==> src/rtl/router_fsm_ctrl_n.sv <==
// Input controller for a 1xNUM_CH packet router: header decode, payload/parity sequencing, full recovery.
// Optional macro WAIT_TIMEOUT_EN adds a bounded wait for the destination FIFO to drain.
module router_fsm_ctrl_n #(
  parameter int NUM_CH       = 3,
  parameter int ADDR_W       = 2,
  parameter int WAIT_TIMEOUT = 64
) (
  input  logic              clk,
  input  logic              rst,
  input  logic              pkt_valid,
  input  logic [ADDR_W-1:0] din,
  input  logic              fifo_full,
  input  logic [NUM_CH-1:0] fifo_empty,
  input  logic [NUM_CH-1:0] soft_rst,
  input  logic              parity_done,
  input  logic              low_pkt_valid,
  output logic              write_enb_reg,
  output logic              detect_add,
  output logic              lfd_state,
  output logic              ld_state,
  output logic              laf_state,
  output logic              full_state,
  output logic              rst_int_reg,
  output logic              busy,
  output logic [ADDR_W-1:0] dest_sel,
  output logic              drop_pkt
);

  typedef enum logic [3:0] {
    DECODE_ADDRESS     = 4'd0,
    LOAD_FIRST_DATA    = 4'd1,
    LOAD_DATA          = 4'd2,
    WAIT_TILL_EMPTY    = 4'd3,
    FIFO_FULL_STATE    = 4'd4,
    LOAD_AFTER_FULL    = 4'd5,
    LOAD_PARITY        = 4'd6,
    CHECK_PARITY_ERROR = 4'd7,
    DROP_PACKET        = 4'd8
  } state_e;

  localparam logic [ADDR_W:0] NUM_CH_L = (ADDR_W + 1)'(NUM_CH);

  if (NUM_CH < 2 || NUM_CH > 16) begin : g_bad_num_ch
    $error("router_fsm_ctrl_n: NUM_CH out of range");
  end
  if ((1 << ADDR_W) < NUM_CH) begin : g_bad_addr_w
    $error("router_fsm_ctrl_n: ADDR_W too narrow for NUM_CH");
  end
  if (WAIT_TIMEOUT < 1) begin : g_bad_timeout
    $error("router_fsm_ctrl_n: WAIT_TIMEOUT must be at least 1");
  end

  state_e            state_q, state_d;
  logic [ADDR_W-1:0] dest_sel_q, dest_sel_d;
  logic              drop_pkt_q, drop_pkt_d;

  // One-hot channel matches keep every per-channel lookup in range even for illegal addresses.
  logic [NUM_CH-1:0] din_hit;
  logic [NUM_CH-1:0] dest_hit;
  for (genvar gi = 0; gi < NUM_CH; gi++) begin : g_hit
    assign din_hit[gi]  = (din == ADDR_W'(gi));
    assign dest_hit[gi] = (dest_sel_q == ADDR_W'(gi));
  end

  logic din_valid;
  logic din_empty;
  logic dest_empty;
  logic dest_srst;
  assign din_valid  = ({1'b0, din} < NUM_CH_L);
  assign din_empty  = |(fifo_empty & din_hit);
  assign dest_empty = |(fifo_empty & dest_hit);
  assign dest_srst  = |(soft_rst & dest_hit);

  logic wait_expired;

`ifdef WAIT_TIMEOUT_EN
  localparam int CNT_W = $clog2(WAIT_TIMEOUT + 1);
  localparam logic [CNT_W-1:0] CNT_LAST = CNT_W'(WAIT_TIMEOUT - 1);

  logic [CNT_W-1:0] wait_cnt_q, wait_cnt_d;

  // Held at zero outside the wait state, so every entry starts a fresh count.
  always_comb begin
    wait_cnt_d = '0;
    if (state_q == WAIT_TILL_EMPTY) begin
      wait_cnt_d = wait_cnt_q + CNT_W'(1);
    end
  end

  always_ff @(posedge clk or posedge rst) begin
    if (rst) begin
      wait_cnt_q <= '0;
    end else begin
      wait_cnt_q <= wait_cnt_d;
    end
  end

  assign wait_expired = (wait_cnt_q == CNT_LAST);
`else
  assign wait_expired = 1'b0;
`endif

  always_comb begin
    state_d    = state_q;
    dest_sel_d = dest_sel_q;
    drop_pkt_d = 1'b0;
    if (state_q != DECODE_ADDRESS && dest_srst) begin
      state_d = DECODE_ADDRESS;
    end else begin
      case (state_q)
        DECODE_ADDRESS: begin
          if (pkt_valid) begin
            if (din_valid) begin
              dest_sel_d = din;
              state_d    = din_empty ? LOAD_FIRST_DATA : WAIT_TILL_EMPTY;
            end else begin
              state_d    = DROP_PACKET;
              drop_pkt_d = 1'b1;
            end
          end
        end
        LOAD_FIRST_DATA: state_d = LOAD_DATA;
        LOAD_DATA: begin
          if (fifo_full) begin
            state_d = FIFO_FULL_STATE;
          end else if (!pkt_valid) begin
            state_d = LOAD_PARITY;
          end
        end
        WAIT_TILL_EMPTY: begin
          if (dest_empty) begin
            state_d = LOAD_FIRST_DATA;
          end else if (wait_expired) begin
            state_d    = DROP_PACKET;
            drop_pkt_d = 1'b1;
          end
        end
        FIFO_FULL_STATE: begin
          if (!fifo_full) begin
            state_d = LOAD_AFTER_FULL;
          end
        end
        LOAD_AFTER_FULL: begin
          if (parity_done) begin
            state_d = DECODE_ADDRESS;
          end else if (low_pkt_valid) begin
            state_d = LOAD_PARITY;
          end else begin
            state_d = LOAD_DATA;
          end
        end
        LOAD_PARITY: state_d = CHECK_PARITY_ERROR;
        CHECK_PARITY_ERROR: state_d = fifo_full ? FIFO_FULL_STATE : DECODE_ADDRESS;
        // Parity byte of a dropped packet is swallowed on the first idle cycle.
        DROP_PACKET: begin
          if (!pkt_valid) begin
            state_d = DECODE_ADDRESS;
          end
        end
        default: state_d = DECODE_ADDRESS;
      endcase
    end
  end

  always_ff @(posedge clk or posedge rst) begin
    if (rst) begin
      state_q    <= DECODE_ADDRESS;
      dest_sel_q <= '0;
      drop_pkt_q <= 1'b0;
    end else begin
      state_q    <= state_d;
      dest_sel_q <= dest_sel_d;
      drop_pkt_q <= drop_pkt_d;
    end
  end

  assign detect_add    = (state_q == DECODE_ADDRESS);
  assign lfd_state     = (state_q == LOAD_FIRST_DATA);
  assign ld_state      = (state_q == LOAD_DATA);
  assign laf_state     = (state_q == LOAD_AFTER_FULL);
  assign full_state    = (state_q == FIFO_FULL_STATE);
  assign rst_int_reg   = (state_q == CHECK_PARITY_ERROR);
  assign write_enb_reg = ld_state | laf_state | (state_q == LOAD_PARITY);
  assign busy          = !(detect_add | ld_state | (state_q == DROP_PACKET));
  assign dest_sel      = dest_sel_q;
  assign drop_pkt      = drop_pkt_q;

endmodule

==> config.mk <==
export PLATFORM = sky130hd
export DESIGN_NAME = router_fsm_ctrl_n
export DESIGN_NICKNAME = d
export VERILOG_FILES = /design/src/rtl/router_fsm_ctrl_n.sv
export SDC_FILE = /design/constraint.sdc
export NUM_CORES = 1
export LEC_CHECK = 0
export ABC_AREA = 0
export BUFFER_PORTS_ARGS = -buffer_cell sky130_fd_sc_hd__buf_2
export CAP_MARGIN = 30
export CORE_MARGIN = 2
export CORE_UTILIZATION = 46
export CTS_CLUSTER_DIAMETER = 150
export DETAILED_ROUTE_END_ITERATION = 12
export PLACE_DENSITY = 0.77
export SLEW_MARGIN = 20
export SYNTH_ARGS = -nofsm -noshare
export SYNTH_HDL_FRONTEND = slang
export SYNTH_SLANG_ARGS = --single-unit
==> constraint.sdc <==
create_clock -name clk -period 2.1 [get_ports clk]
set_clock_uncertainty 0.05 [all_clocks]
set_input_delay 0.21 -clock clk [delete_from_list [all_inputs] [get_ports clk]]
set_output_delay 0.21 -clock clk [all_outputs]
set_load 0.03 [all_outputs]
== After elaboration in Yosys (flattened, before gate mapping) ==
Index checks and enable logic that the tools add are counted.
Widths: inputs -> output; s select.
Cells by class
  add/subtract/negate cells: 0
  multiply operators: 0
  divide/modulo/power cells: 0
  magnitude comparators: 1
  equal/unequal tests: 17
  shift-type cells: 0
  muxes and demuxes: 17
  bitwise gates (word level): 8
  reductions and logical operators: 11
Operators by type and width (number)
  $pmux 4 s9: 1
  $mux 4: 8
  $eq 4x3->1 const B: 4
  $and 3x3->3: 3
  $mux 3: 3
  $reduce_or 3->1: 3
  $eq 4x2->1 const B: 2
  $ne 3x2->1 const B: 2
  $ne 3x3->1 const B: 2
  $reduce_and 5->1: 1
  $eq 2x1->1 const B: 2
  $eq 2x2->1 const B: 2
  $eq 4x1->1 const B: 1
  $eq 4x4->1 const B: 1
  $logic_not 2->1: 2
  $logic_not 4->1: 1
  $mux 1: 4
  $ne 4x3->1 const B: 1
  $or 1x1->1: 4
  $reduce_and 4->1: 1
  $reduce_bool 4->1: 1
  $lt 2x2->1 const B: 1
  $mux 2: 1
  $logic_and 1x1->1: 1
  2 further kinds: 2
Word-level totals
  register bits: 7
  bits in latches: 0
  RAM bits: 0
  bits in read-only memories: 0
  input port bits: 14
  output and inout port bits: 11
  memories: 0

== Logic depth before layout (Yosys ltp) ==
Gate-level depths: netlist of run 1.
  depth in word-level cells: 8
  mapped depth: 5
  depth with buffers taken out: 4

== Worst setup path before layout of run 1 ==
OpenSTA, ideal clock, no wires.
  path type: register -> register
  from: register state_q[1]
  to: register state_q[2]
  arrival: 1.941 ns
  data required time: 1.972 ns
  setup slack: 0.031 ns
  cell stages (with the launch flop): 5
  buffers on the path: 1
  period minus slack after synthesis: 2.069 ns
  cells stage by stage: dfrtp_1 > buf_2 > nor4_1 > nand2_1 > a21oi_1
Between the ends
  elaborated cells on any way between the ends: 19
RTL lines
  start, declared: line 53  | state_e state_q, state_d;
  start signal, assigned: line 171  | state_q <= state_d;
  $eq 4x3->1 (*)
  via full_state: line 22  | output logic full_state,
  $pmux 4 s9 / $ne 3x2->1 (equally long branches)
  $mux 4 / $reduce_and 5->1 (equally long branches)
The timed path passes the listed nets; every way through them passes the cells marked *.
A chain may end at the register's enable or synchronous reset.

== Final worst setup path of run 1 ==
  from: register state_q[1]
  to: output detect_add
Between the ends
  longest elaborated chain between the ends: 1
Ends and longest elaborated chain
  $logic_not 4->1: line 177  | assign detect_add = (state_q == DECODE_ADDRESS);
  end, declared: line 18  | output logic detect_add,
No other way between the ends.

==> metrics.sh, run 1 <==
SYNTH_FP_NETS=89
SETUP-TNS-FINAL_NS=0
SLOWEST_STAGE='sky130_fd_sc_hd__dfrtp_1'
ASYNC_FLOP_SHARE_PCT=100
WORST_SLEW_PIN_SLEW_NS=0.474
FINAL_REPORT_MAX_SLEW_VIOLATION_COUNT=0
GLOBALROUTETOTALUTIL_PCT=20.5
SETUP.WORST_PATH.START_CLASS='flip-flop'
CTS_INSERTED_BUFFERS=3
CTS-ROOT-TO-SINK-BUFFERS=2
CP-END-KIND='primary output'
INITIAL_CORE_UTIL_PCT=48.1
BOUNDARYPINS=25
PLACE_HPWL_UM=1040
HOLD_CLASS='input port to flip-flop'
FINALCRITPERIODSHARE_PCT=86.5
HEADROOM_TO_THE_MAX_SLEW_LIMIT_PCT=68.4
HTREEDEPTH=1
NUMBER_OF_SYNTHESIZED_FLOPS_WITH_AN_ENABLE_PIN=0
SYNTH-MAIN-FF-CELL='sky130_fd_sc_hd__dfrtp_1'
TIMING.SETUP.CRITICAL_PATH_CLASS='flip-flop to primary output'
SYN-INSTANCE-COUNT=75
SEQ_AREA_FRAC_SYNTH_PCT=28.7
LAYOUT_COMMONEST_CELL='sky130_fd_sc_hd__buf_2'
TIMING.FINAL.SETUP_VIOLATIONS=0
ANTENNA_FOUND_INITIAL=0
GLOBALROUTEOVERFLOWTOTAL=0
YOSYS.AREA.TOP_TYPE='sky130_fd_sc_hd__dfrtp_1'
NUMBER_OF_NETS_STILL_FAILING_ANTENNA_CHECKS_AFTER_ROUTING=0
DRC_ERRORS=0
YOSYS_REGISTER_BITS=7
LAYOUT-DRIVE-GT1-SHARE_PCT=36.0
WL_UM=1340
NETS=115
YOSYS.CELL_TYPES.COUNT=35
TRITONCTS_CLOCK_TREE='built'
SYNTH_TOP_CELLS_BY_AREA='sky130_fd_sc_hd__dfrtp_1 29%, sky130_fd_sc_hd__nand2b_1 7.2%, sky130_fd_sc_hd__a21oi_1 4.9%'
CLK_LATENCY_NS=0.26
FINAL.HOLD.WORST_SLACK_NS=0.188
VIA_COUNT=618
PLACER_CONGESTION_ESTIMATE=0.774
FINAL-HOLD-VIOLATION-COUNT=0
CTS.ROOT.BUFFER_CELL='sky130_fd_sc_hd__clkbuf_4'
GRT_START_MAX_NET_PINS=17
PWR_DENSITY_CELL_nW_PER_UM2=1270
STATUS='complete, no violations'
IRDROPWORSTVDD_V=0.000658
CTS_SINK_COUNT=7
WL_PER_CELL_UM=11.6
LAYOUT.CELLS.MOST_COMMON_LIST='24 x sky130_fd_sc_hd__buf_2, 7 x sky130_fd_sc_hd__nand2b_1, 7 x sky130_fd_sc_hd__nor2_1, 7 x sky130_fd_sc_hd__dfrtp_1, 6 x sky130_fd_sc_hd__a21oi_1'
NUMBER_OF_CORE_ROWS=13
PATH_CELLS='nor4_2 > buf_2'
FLOW.AREA_GROWTH_FROM_SYNTHESIS_PCT=25.8
LEAKAGEPOWER_nW=0.386
DETAILED_ROUTING_ITERATIONS_PASS_1=4
CORE_AREA_UM2=1270
GRT_FIRST_PASS_WIRELENGTH_UM=2170
MAXIMUM_FANOUT_COUNT_ALONG_THE_CRITICAL_PATH=16
SYNTHDOMINANTCELLAREASHARE_PCT=28.7
UNREPAIRED_SETUP_ENDPOINTS_AFTER_GLOBAL_ROUTING='no'
POST-ROUTE-MIN-PERIOD_NS=1.82
DIE_AREA_UM2=1630
CAP_VIOL_MAX_COUNT=0
NUMBER_OF_GLOBAL_ROUTE_VIAS_BEFORE_REPAIR=514
FMAXACHIEVABLE_MHz=551
CRIT_ARRIVAL_NS=1.56
LAYOUT.FILLER_CELLS=114
SYN-MEAN-INSTANCE-AREA_UM2=8.14
CTS.REPORTEDPATHS.CLKPINSLEW_NS=0.06
DRTITER0DRC=15
CRITPATHREQUIREDTIME_NS=1.84
YOSYS_WARN_COUNT=0
POST-CTS-SETUP-BUFFER-COUNT=0
PORT-BUFFER-COUNT=24
SYN_AREA_UM2=611
MAX_STAGE_DELAY_NS=0.55
VIAS_PER_CELL=5.37
ANTENNA_CELLS=0
DIE-WIDTH_UM=40.4
DIE_Y_UM=40.4
## worst max-delay path, delay by kind of cell (launching register included)
family,cells,cell delay [ns]
buffers and inverters,1,0.27
and+or+nand+nor,1,0.47
DFF,1,0.55
## cell families after synthesis
group                  after synthesis  share of synthesized area, %
AND/OR/NAND/NOR                     35                          34.2
buffers and inverters                8                          5.53
AO/OA/AOI/OAI                       20                          22.1
flip-flops                           7                          28.7
multiplexers                         5                          9.43
## registers in the layout, summed over array words and instances, names as in the netlist
register and cells:
state_q 4, drop_pkt 1, dest_sel 2
## area by class of cell
class	instances	area (um^2)	area share, %
timing repair buffer	25	130	16.9
inverter	4	15.0	1.95
clock buffer	3	22.5	2.93
tap	15	18.8	2.44
sequential	7	175	22.8
multi-input combinational	60	402	52.3
clock inverter	1	5.00	0.651
## final timing paths
check | from | end | slack [ns] | cells past startpoint
setup / recovery | state_q[1] | detect_add | 0.28 | 2
hold / removal | fifo_full | state_q[2] | 0.19 | 3
setup reg to reg | state_q[0] | dest_sel[0] | 0.33 | 4
hold reg to reg | dest_sel[0] | dest_sel[0] | 0.58 | 2
max in group asynchronous | rst | state_q[3] | 1.44 | 3
min in group asynchronous | rst | state_q[1] | 0.36 | 3
## stage by stage
step	util [%]	instances	cell area (um^2)	power, mW	setup WS, ns
finish	60.6	115	768	0.974	0.284
floorplan	-	75	611	0.715	0.0306
CTS	60.6	115	768	0.979	0.269
detailed placement	57.6	110	731	0.844	0.348
global placement	57.6	110	731	0.843	0.381
global route	60.6	115	768	1.06	0.172
## routing by layer
metal	vias to the layer above	GRT usage, %	share of wire, %
li1	322	-	-
met5	-	0	0
met2	15	31.3	47
met3	6	10.0	5.1
met1	275	23.9	46
met4	0	9.17	1.5
## synth_stat cells (2+ instances only)
master,number
sky130_fd_sc_hd__o21ai_0,2
sky130_fd_sc_hd__inv_1,3
sky130_fd_sc_hd__buf_2,3
sky130_fd_sc_hd__nand2b_1,7
sky130_fd_sc_hd__o22ai_1,2
sky130_fd_sc_hd__dfrtp_1,7
sky130_fd_sc_hd__nor3_1,4
sky130_fd_sc_hd__nor2_1,7
sky130_fd_sc_hd__nor2b_1,2
sky130_fd_sc_hd__a211o_1,2
sky130_fd_sc_hd__mux2_2,2
sky130_fd_sc_hd__a21oi_1,6
sky130_fd_sc_hd__nand2_1,5
sky130_fd_sc_hd__mux2i_1,2
## power by group
group	switching (mW)	leakage (nW)	internal [mW]	total (mW)
sequential	0.107	0.0906	0.179	0.286
clock	0.0572	0.0177	0.0699	0.127
combinational	0.327	0.277	0.234	0.561
## what timing repair did
action | 4_1_cts | 5_1_grt
hold buffers | 1 | 0
resized for setup | 0 | 0
hold endpoints to repair | 7 | 0
(Power assumes the default switching activity.)
==> inputs of run 2 (changes only) <==
- ABC_AREA: 0 -> 1
- PLACE_DENSITY: 0.77 -> 0.76
- TNS_END_PERCENT: default -> 100
==> run 2 against run 1 <==
  * Global-route usage up 4.7 points
  * Worst setup slack better by 0.093 ns
  * Power up 16%
  * First-iteration DRC count up 67%
  * Largest cell class unchanged
==> metrics.sh, run 2 <==
NUMBER_OF_SYNTHESIZED_FLOPS_WITH_AN_ENABLE_PIN=0  # unchanged
IRDROPWORSTVDD_V=0.000792  # was 0.000658 V
PLACER_CONGESTION_ESTIMATE=0.897  # was 0.774
PORT-BUFFER-COUNT=24  # unchanged
ROUTED-WL-MET2_UM=778  # was 635 um
WORST_SETUP_PATH_STARTPOINT='state_q[3]'  # was state_q[1]
VIAS_PER_CELL=5.12  # was 5.37
DIE-WIDTH_UM=41.2  # was 40.4 um
LAYOUT.CORE_UTILIZATION_PCT=62.5  # was 60.6%
WORST_SLEW_PIN_SLEW_NS=0.276  # was 0.474 ns
FINAL_REPORT_MAX_SLEW_VIOLATION_COUNT=0  # unchanged
FMAXACHIEVABLE_MHz=580  # was 551 MHz
PWR_DENSITY_CELL_nW_PER_UM2=1390  # was 1270 nW/um^2
WL_UM=1630  # was 1340 um
STATUS='complete, no violations'  # unchanged
HTREEDEPTH=1  # unchanged
DIE_AREA_UM2=1700  # was 1630 um^2
ASYNC_FLOP_SHARE_PCT=100  # unchanged
DRTITER0DRC=25  # was 15
CLK_LATENCY_NS=0.26  # about the same
LARGEST_REGISTER_FFS=4  # unchanged
LEAKAGEPOWER_nW=0.502  # was 0.386 nW
FLOW.AREA_GROWTH_FROM_SYNTHESIS_PCT=27.5  # was 25.8%
FINALCRITPERIODSHARE_PCT=82.0  # was 86.5%
MET3_WIRELENGTH_UM=96  # was 68 um
POST-CTS-SETUP-BUFFER-COUNT=0  # unchanged
CTS_SINK_COUNT=7  # unchanged
CORE_AREA_UM2=1300  # was 1270 um^2
PRE_CTS_SLACK_NS=0.656  # was 0.348 ns
POST-ROUTE-MIN-PERIOD_NS=1.72  # was 1.82 ns
DETAILED_ROUTE_WIRE_LENGTH_ON_METAL_1_UM=721  # was 612 um
MULTI_INPUT_GATE_AREA_UM2=369  # was 402 um^2
MAXIMUM_FANOUT_COUNT_ALONG_THE_CRITICAL_PATH=7  # was 16
HOLD_CLASS='input port to flip-flop'  # unchanged
YS_TOP_CELLS_BY_COUNT='29 x sky130_fd_sc_hd__nand2_1, 21 x sky130_fd_sc_hd__nand3_1, 17 x sky130_fd_sc_hd__inv_1'  # was 7 x sky130_fd_sc_hd__dfrtp_1, 7 x sky130_fd_sc_hd__nand2b_1, 7 x sky130_fd_sc_hd__nor2_1
REPORT.POWER.TOTAL_mW=1.13  # was 974 uW
CRIT_END='full_state'  # was detect_add
SYNTH_TOP_CELLS_BY_AREA='sky130_fd_sc_hd__dfrtp_1 27%, sky130_fd_sc_hd__nand2_1 17%, sky130_fd_sc_hd__nand3_1 16%'  # was sky130_fd_sc_hd__dfrtp_1 29%, sky130_fd_sc_hd__nand2b_1 7.2%, sky130_fd_sc_hd__a21oi_1 4.9%
POSTCTSRESIZEDCELLS=0  # unchanged
HEADROOM_TO_THE_MAX_SLEW_LIMIT_PCT=81.6  # was 68.4%
NUMBER_OF_GLOBAL_ROUTE_VIAS_BEFORE_REPAIR=635  # was 514
YOSYS_WARN_COUNT=0  # unchanged
CP-END-KIND='primary output'  # unchanged
YOSYS.CELL_TYPES.COUNT=18  # was 35
FINALWORSTSETUPSLACK_NS=0.377  # was 0.284 ns
SYN_AREA_UM2=638  # was 611 um^2
CTS-HOLD-FIX-BUFFERS=1  # unchanged
YOSYSMOSTFREQUENTCELL='sky130_fd_sc_hd__nand2_1'
YOSYS.AREA.TOP_TYPE='sky130_fd_sc_hd__dfrtp_1'  # unchanged
TIMING.FINAL.SETUP_VIOLATIONS=0  # unchanged
LAYOUT.CELLS.MOST_COMMON_LIST='29 x sky130_fd_sc_hd__nand2_1, 24 x sky130_fd_sc_hd__buf_2, 21 x sky130_fd_sc_hd__nand3_1, 17 x sky130_fd_sc_hd__inv_1, 8 x sky130_fd_sc_hd__nor2_1'  # was 24 x sky130_fd_sc_hd__buf_2, 7 x sky130_fd_sc_hd__nand2b_1, 7 x sky130_fd_sc_hd__nor2_1, 7 x sky130_fd_sc_hd__dfrtp_1, 6 x sky130_fd_sc_hd__a21oi_1
ANTENNA_CELLS=0  # unchanged
GRT_START_MAX_NET_PINS=8  # was 17
LAYOUT.FILLER_CELLS=136  # was 114
NUMBER_OF_CORE_ROWS=13  # unchanged
DETAILED_ROUTING_ITERATIONS_PASS_1=5  # was 4
R2R_CELLS=8  # was 4
SYNTHDOMINANTCELLAREASHARE_PCT=27.5  # was 28.7%
LAYOUT-DRIVE-GT1-SHARE_PCT=30.4  # was 36.0%
GLOBALROUTETOTALUTIL_PCT=25.1  # was 20.5%
VIA_COUNT=783  # was 618
CTS-ROOT-TO-SINK-BUFFERS=2  # unchanged
UNREPAIRED_SETUP_ENDPOINTS_AFTER_GLOBAL_ROUTING='no'  # unchanged
CAP_VIOL_MAX_COUNT=0  # unchanged
CRIT_ARRIVAL_NS=1.46  # was 1.56 ns
SYN-INSTANCE-COUNT=109  # was 75
REGAREA_UM2=175  # unchanged
R2R_START='state_q[1]'  # was state_q[0]
DRC_ERRORS=0  # unchanged
CRITPATHREQUIREDTIME_NS=1.84  # about the same
SEQ_AREA_FRAC_SYNTH_PCT=27.5  # was 28.7%
CTS.ROOT.BUFFER_CELL='sky130_fd_sc_hd__clkbuf_4'  # unchanged
INITIAL_CORE_UTIL_PCT=49.0  # was 48.1%
WL_PER_CELL_UM=10.6  # was 11.6 um
TRITONCTS_CLOCK_TREE='built'  # unchanged
GRT_FIRST_PASS_WIRELENGTH_UM=2750  # was 2170 um
SLOWEST_STAGE='sky130_fd_sc_hd__dfrtp_1'  # unchanged
CTS_INSERTED_BUFFERS=3  # unchanged
DIE_Y_UM=41.2  # was 40.4 um
CTS.REPORTEDPATHS.CLKPINSLEW_NS=0.06  # about the same
NETS=153  # was 115
R2R-END='state_q[2]'  # was dest_sel[0]
SETUP.WORST_PATH.START_CLASS='flip-flop'  # unchanged
WORST-R2R-SETUP-SLACK_NS=0.63  # was 0.33 ns
SETUP-TNS-FINAL_NS=0  # unchanged
NUMBER_OF_NETS_STILL_FAILING_ANTENNA_CHECKS_AFTER_ROUTING=0  # unchanged
PATH_CELLS='nor2_4 > inv_2 > nor3_1 > buf_2'  # was nor4_2 > buf_2
YOSYS_REGISTER_BITS=7  # unchanged
BOUNDARYPINS=25  # unchanged
FINAL-HOLD-VIOLATION-COUNT=0  # unchanged
HIGHEST_ROUTED_LAYER='met4'  # unchanged
TOP_REGISTER='state_q'  # unchanged
LAYOUT_COMMONEST_CELL='sky130_fd_sc_hd__nand2_1'  # was sky130_fd_sc_hd__buf_2
PLACE_HPWL_UM=1330  # was 1040 um
SYNTH_FP_NETS=123  # was 89
ANTENNA_FOUND_INITIAL=0  # unchanged
MAX_STAGE_DELAY_NS=0.47  # was 0.55 ns
GLOBALROUTEOVERFLOWTOTAL=0  # unchanged
SYN-MEAN-INSTANCE-AREA_UM2=5.85  # was 8.14 um^2
TIMING.SETUP.CRITICAL_PATH_CLASS='flip-flop to primary output'  # unchanged
SYNTH-MAIN-FF-CELL='sky130_fd_sc_hd__dfrtp_1'  # unchanged
[run 2: cell types whose count changed after synthesis, sizes merged, moves of 3 or more]
cell / previous run / this run
nand3: 0 / 22
buf: 3 / 0
a21oi: 6 / 3
nor2: 7 / 13
nand2b: 8 / 0
inv: 4 / 23
mux2: 3 / 0
nor3: 4 / 1
nand2: 5 / 32
[run 2: routing by layer]
metal | GRT usage [%] | vias to the layer above
li1 | - | 402
met1 | 33.6 | 342
met2 | 37.1 | 35
met3 | 5.43 | 4
met4 | 13.7 | 0
met5 | 0 | -
[run 2: worst max-delay path: cells and delay by family (launching register included)]
family,cells,cell delay [ns]
flip-flops,1,0.47
AND/OR/NAND/NOR,2,0.43
buffers and inverters,2,0.30
[run 2: power by group]
group | total [mW] | switching (mW) | internal (mW)
Combinational | 0.747 | 0.522 | 0.225
Clock | 0.129 | 0.0559 | 0.0729
Sequential | 0.252 | 0.0715 | 0.181
[run 2: final cells by class]
type / instances / area share [%]
multi-input cells: 77 / 45.4
well taps: 15 / 2.31
inverters: 25 / 11.5
flip-flops and latches: 7 / 21.5
repair buffers: 25 / 16.0
clock buffers: 4 / 3.23
[run 2: metrics by stage]
stage | instance area [um^2] | hold WS, ns | std cells
CTS | 813 | 0.185 | 153
finish | 813 | 0.182 | 153
global route | 813 | 0.179 | 153
floorplan | 638 | -0.0366 | 109
global placement | 777 | 0.0897 | 148
detailed placement | 777 | 0.0981 | 148
[run 2: worst min-delay path by stage]
| stage | startpoint | end | slack, ns | cells past startpoint |
|---|---|---|---|---|
| floorplan | rst | dest_sel[0] | -0.04 | 1 |
| global placement | rst | dest_sel[0] | 0.09 | 2 |
| detailed placement | rst | dest_sel[0] | 0.1 | 2 |
| CTS | pkt_valid | state_q[3] | 0.18 | 3 |
| global route | pkt_valid | state_q[3] | 0.18 | 3 |
| finish | pkt_valid | state_q[3] | 0.18 | 3 |
[run 2: cell families after synthesis]
group	share of synthesized area [%]
AO/OA/AOI/OAI	6.86
buffers and inverters	14.7
flip-flops	27.5
AND/OR/NAND/NOR	51.0
==> inputs of run 3 (changes only) <==
- clock period: 2.1 -> 1.6 ns (I/O delays scaled with it)
==> run 3 against run 2 <==
  * Count of clock-buffer cells in the layout is the same
  * Combinational power rose by 35%
  * Clock power up 22%
  * First-iteration DRC count down 32%
  * Wire length shrank 1.7%
  * Cell count is 0.65% higher
  * Largest cell class unchanged
==> metrics.sh, run 3 (synthesized netlist as in run 2, its figures left out) <==
STATUS='complete, no violations'  # unchanged
CRITICAL_PATH_BUF_INV_COUNT=3  # was 2
FINALWORSTSETUPSLACK_NS=0.0596  # was 0.377 ns
ANTENNA_CELLS=0  # unchanged
HTREEDEPTH=1  # unchanged
FLOW.AREA_GROWTH_FROM_SYNTHESIS_PCT=32.4  # was 27.5%
BOUNDARYPINS=25  # unchanged
FINAL-HOLD-VIOLATION-COUNT=0  # unchanged
GLOBALROUTETOTALUTIL_PCT=21.7  # was 25.1%
TOP_REGISTER='state_q'  # unchanged
PATH_CELLS='buf_4 > nor2_4 > nand2_2 > inv_1 > buf_2'  # was nor2_4 > inv_2 > nor3_1 > buf_2
CTS.ROOT.BUFFER_CELL='sky130_fd_sc_hd__clkbuf_4'  # unchanged
PORT-BUFFER-COUNT=24  # unchanged
HEADROOM_TO_THE_MAX_SLEW_LIMIT_PCT=83.5  # was 81.6%
GLOBALROUTEOVERFLOWTOTAL=0  # unchanged
R2R_START='state_q[2]'  # was state_q[1]
LEAKAGEPOWER_nW=0.505  # was 0.502 nW
TIMING.SETUP.CRITICAL_PATH_CLASS='flip-flop to primary output'  # unchanged
FINAL_REPORT_MAX_SLEW_VIOLATION_COUNT=0  # unchanged
TRITONCTS_CLOCK_TREE='built'  # unchanged
CTS-ROOT-TO-SINK-BUFFERS=2  # unchanged
NUMBER_OF_GLOBAL_ROUTE_VIAS_BEFORE_REPAIR=622  # was 635
DETAILED_ROUTING_ITERATIONS_PASS_1=4  # was 5
WORST_SETUP_PATH_STARTPOINT='state_q[2]'  # was state_q[3]
UNREPAIRED_SETUP_ENDPOINTS_AFTER_GLOBAL_ROUTING='no'  # unchanged
SLOWEST_STAGE='sky130_fd_sc_hd__dfrtp_1'  # unchanged
WORST_HOLD_STARTPOINT='pkt_valid'  # unchanged
VIA_COUNT=763  # was 783
LAYOUT-DRIVE-GT1-SHARE_PCT=34.5  # was 30.4%
TIMING.FINAL.SETUP_VIOLATIONS=0  # unchanged
DIE-WIDTH_UM=41.2  # unchanged
INITIAL_CORE_UTIL_PCT=49.0  # unchanged
CTS.REPORTEDPATHS.CLKPINSLEW_NS=0.05  # was 0.06 ns
DRC_ERRORS=0  # unchanged
SETUP-TNS-FINAL_NS=0  # unchanged
CAP_VIOL_MAX_COUNT=0  # unchanged
GRT_FIRST_PASS_WIRELENGTH_UM=2390  # was 2750 um
LAYOUT_COMMONEST_CELL='sky130_fd_sc_hd__nand2_1'  # unchanged
PLACE_HPWL_UM=1310  # was 1330 um
WL_UM=1600  # was 1630 um
PRE_CTS_SLACK_NS=0.137  # was 0.656 ns
SETUP.WORST_PATH.START_CLASS='flip-flop'  # unchanged
POST-ROUTE-MIN-PERIOD_NS=1.54
PWR_DENSITY_CELL_nW_PER_UM2=1790  # was 1390 nW/um^2
MAX_STAGE_DELAY_NS=0.39  # was 0.47 ns
LARGEST_REGISTER_FFS=4  # unchanged
DIE_AREA_UM2=1700  # unchanged
MAXIMUM_FANOUT_COUNT_ALONG_THE_CRITICAL_PATH=6  # was 7
NUMBER_OF_NETS_STILL_FAILING_ANTENNA_CHECKS_AFTER_ROUTING=0  # unchanged
CLK_LATENCY_NS=0.25  # was 0.26 ns
LAYOUT.CELLS.MOST_COMMON_LIST='29 x sky130_fd_sc_hd__nand2_1, 21 x sky130_fd_sc_hd__nand3_1, 21 x sky130_fd_sc_hd__buf_2, 17 x sky130_fd_sc_hd__inv_1, 7 x sky130_fd_sc_hd__nor2_1'  # was 29 x sky130_fd_sc_hd__nand2_1, 24 x sky130_fd_sc_hd__buf_2, 21 x sky130_fd_sc_hd__nand3_1, 17 x sky130_fd_sc_hd__inv_1, 8 x sky130_fd_sc_hd__nor2_1
IRDROPWORSTVDD_V=0.000897  # was 0.000792 V
FMAXACHIEVABLE_MHz=649
CTS_INSERTED_BUFFERS=3  # unchanged
HOLD_CLASS='input port to flip-flop'  # unchanged
GRT_START_MAX_NET_PINS=8  # unchanged
NUMBER_OF_CORE_ROWS=13  # unchanged
CORE_AREA_UM2=1300  # unchanged
PLACER_CONGESTION_ESTIMATE=0.990  # was 0.897
ANTENNA_FOUND_INITIAL=0  # unchanged
CRITICAL_PATH_S_TOP_DELAY_FAMILY='buffers and inverters'  # was flip-flops
CTS_SINK_COUNT=7  # unchanged
CRIT_ARRIVAL_NS=1.33  # was 1.46 ns
DIE_Y_UM=41.2  # unchanged
CRITPATHREQUIREDTIME_NS=1.39  # was 1.84 ns
NETS=154  # was 153
VIAS_PER_CELL=4.95  # was 5.12
WORST_SLEW_PIN_SLEW_NS=0.247  # was 0.276 ns
WL_PER_CELL_UM=10.4  # was 10.6 um
DRTITER0DRC=17  # was 25
CP-END-KIND='primary output'  # unchanged
FINALCRITPERIODSHARE_PCT=96.3
run 3: cell types whose count changed in the layout (fill, tap and decap cells not counted):
cell	delta
sky130_fd_sc_hd__clkbuf_4	+1
sky130_fd_sc_hd__buf_4	+3
sky130_fd_sc_hd__nor2_4	+1
sky130_fd_sc_hd__nor3_2	+1
sky130_fd_sc_hd__dfrtp_1	-3
sky130_fd_sc_hd__dfrtp_2	+3
sky130_fd_sc_hd__nor3_1	-1
sky130_fd_sc_hd__buf_2	-3
sky130_fd_sc_hd__nor2_1	-1
run 3: final timing paths:
check	end	slack [ns]	depth (start not counted)
worst max-delay path	detect_add	0.06	5
worst min-delay path	state_q[3]	0.15	3
worst max register to register	state_q[1]	0.22	7
worst min register to register	dest_sel[0]	0.56	2
max in group asynchronous	state_q[1]	0.96	3
min in group asynchronous	dest_sel[1]	0.32	3
run 3: timing repair:
action	in CTS	in global routing
setup endpoints to repair	2	8
gates resized for setup	3	6
pin swaps	0	1
hold buffers	1	0
endpoints found under the hold margin	7	0
setup buffers	0	1
run 3: per-stage QoR:
stage	hold WS, ns	cells	utilization, %	power (mW)	area, um^2
2_1_floorplan	-0.0866	109	-	1.06	643
3_3_place_gp	0.0386	148	60.1	1.29	782
3_5_place_dp	0.0399	148	60.1	1.30	782
4_1_cts	0.151	153	63.6	1.49	827
5_1_grt	0.159	154	64.9	1.66	845
6_report	0.154	154	64.9	1.51	845
run 3: report_power, final:
group | switching [mW] | total [mW] | internal [mW]
Sequential | 0.103 | 0.345 | 0.243
Clock | 0.0622 | 0.157 | 0.0950
Combinational | 0.686 | 1.01 | 0.326
Total | 0.851 | 1.51 | 0.664
run 3: worst register-to-register path, stage by stage, from the launching register on:
cell and delay, ns:
sky130_fd_sc_hd__dfrtp_1 0.39, sky130_fd_sc_hd__buf_4 0.15, sky130_fd_sc_hd__nor2_4 0.16, sky130_fd_sc_hd__nand3_1 0.15, sky130_fd_sc_hd__a21oi_1 0.18, sky130_fd_sc_hd__nor2_2 0.07
sky130_fd_sc_hd__nand3_1 0.06, sky130_fd_sc_hd__nand2_1 0.06
run 3: final cells by class:
type                            count  area [um^2]
Timing Repair Buffer               26          145
Clock buffer                        4         26.3
Fill cell                         127          457
Sequential cell                     7          179
Inverter                           25         93.8
Multi-Input combinational cell     77          382
Tap cell                           15         18.8
run 3: layer usage:
layer / share of wire, % / vias up / track usage [%]
met5: 0 / - / 0
met1: 46 / 336 / 25.5
met3: 3.8 / 4 / 0.543
li1: - / 399 / -
met2: 48 / 24 / 36.3
met4: 1.9 / 0 / 17.7
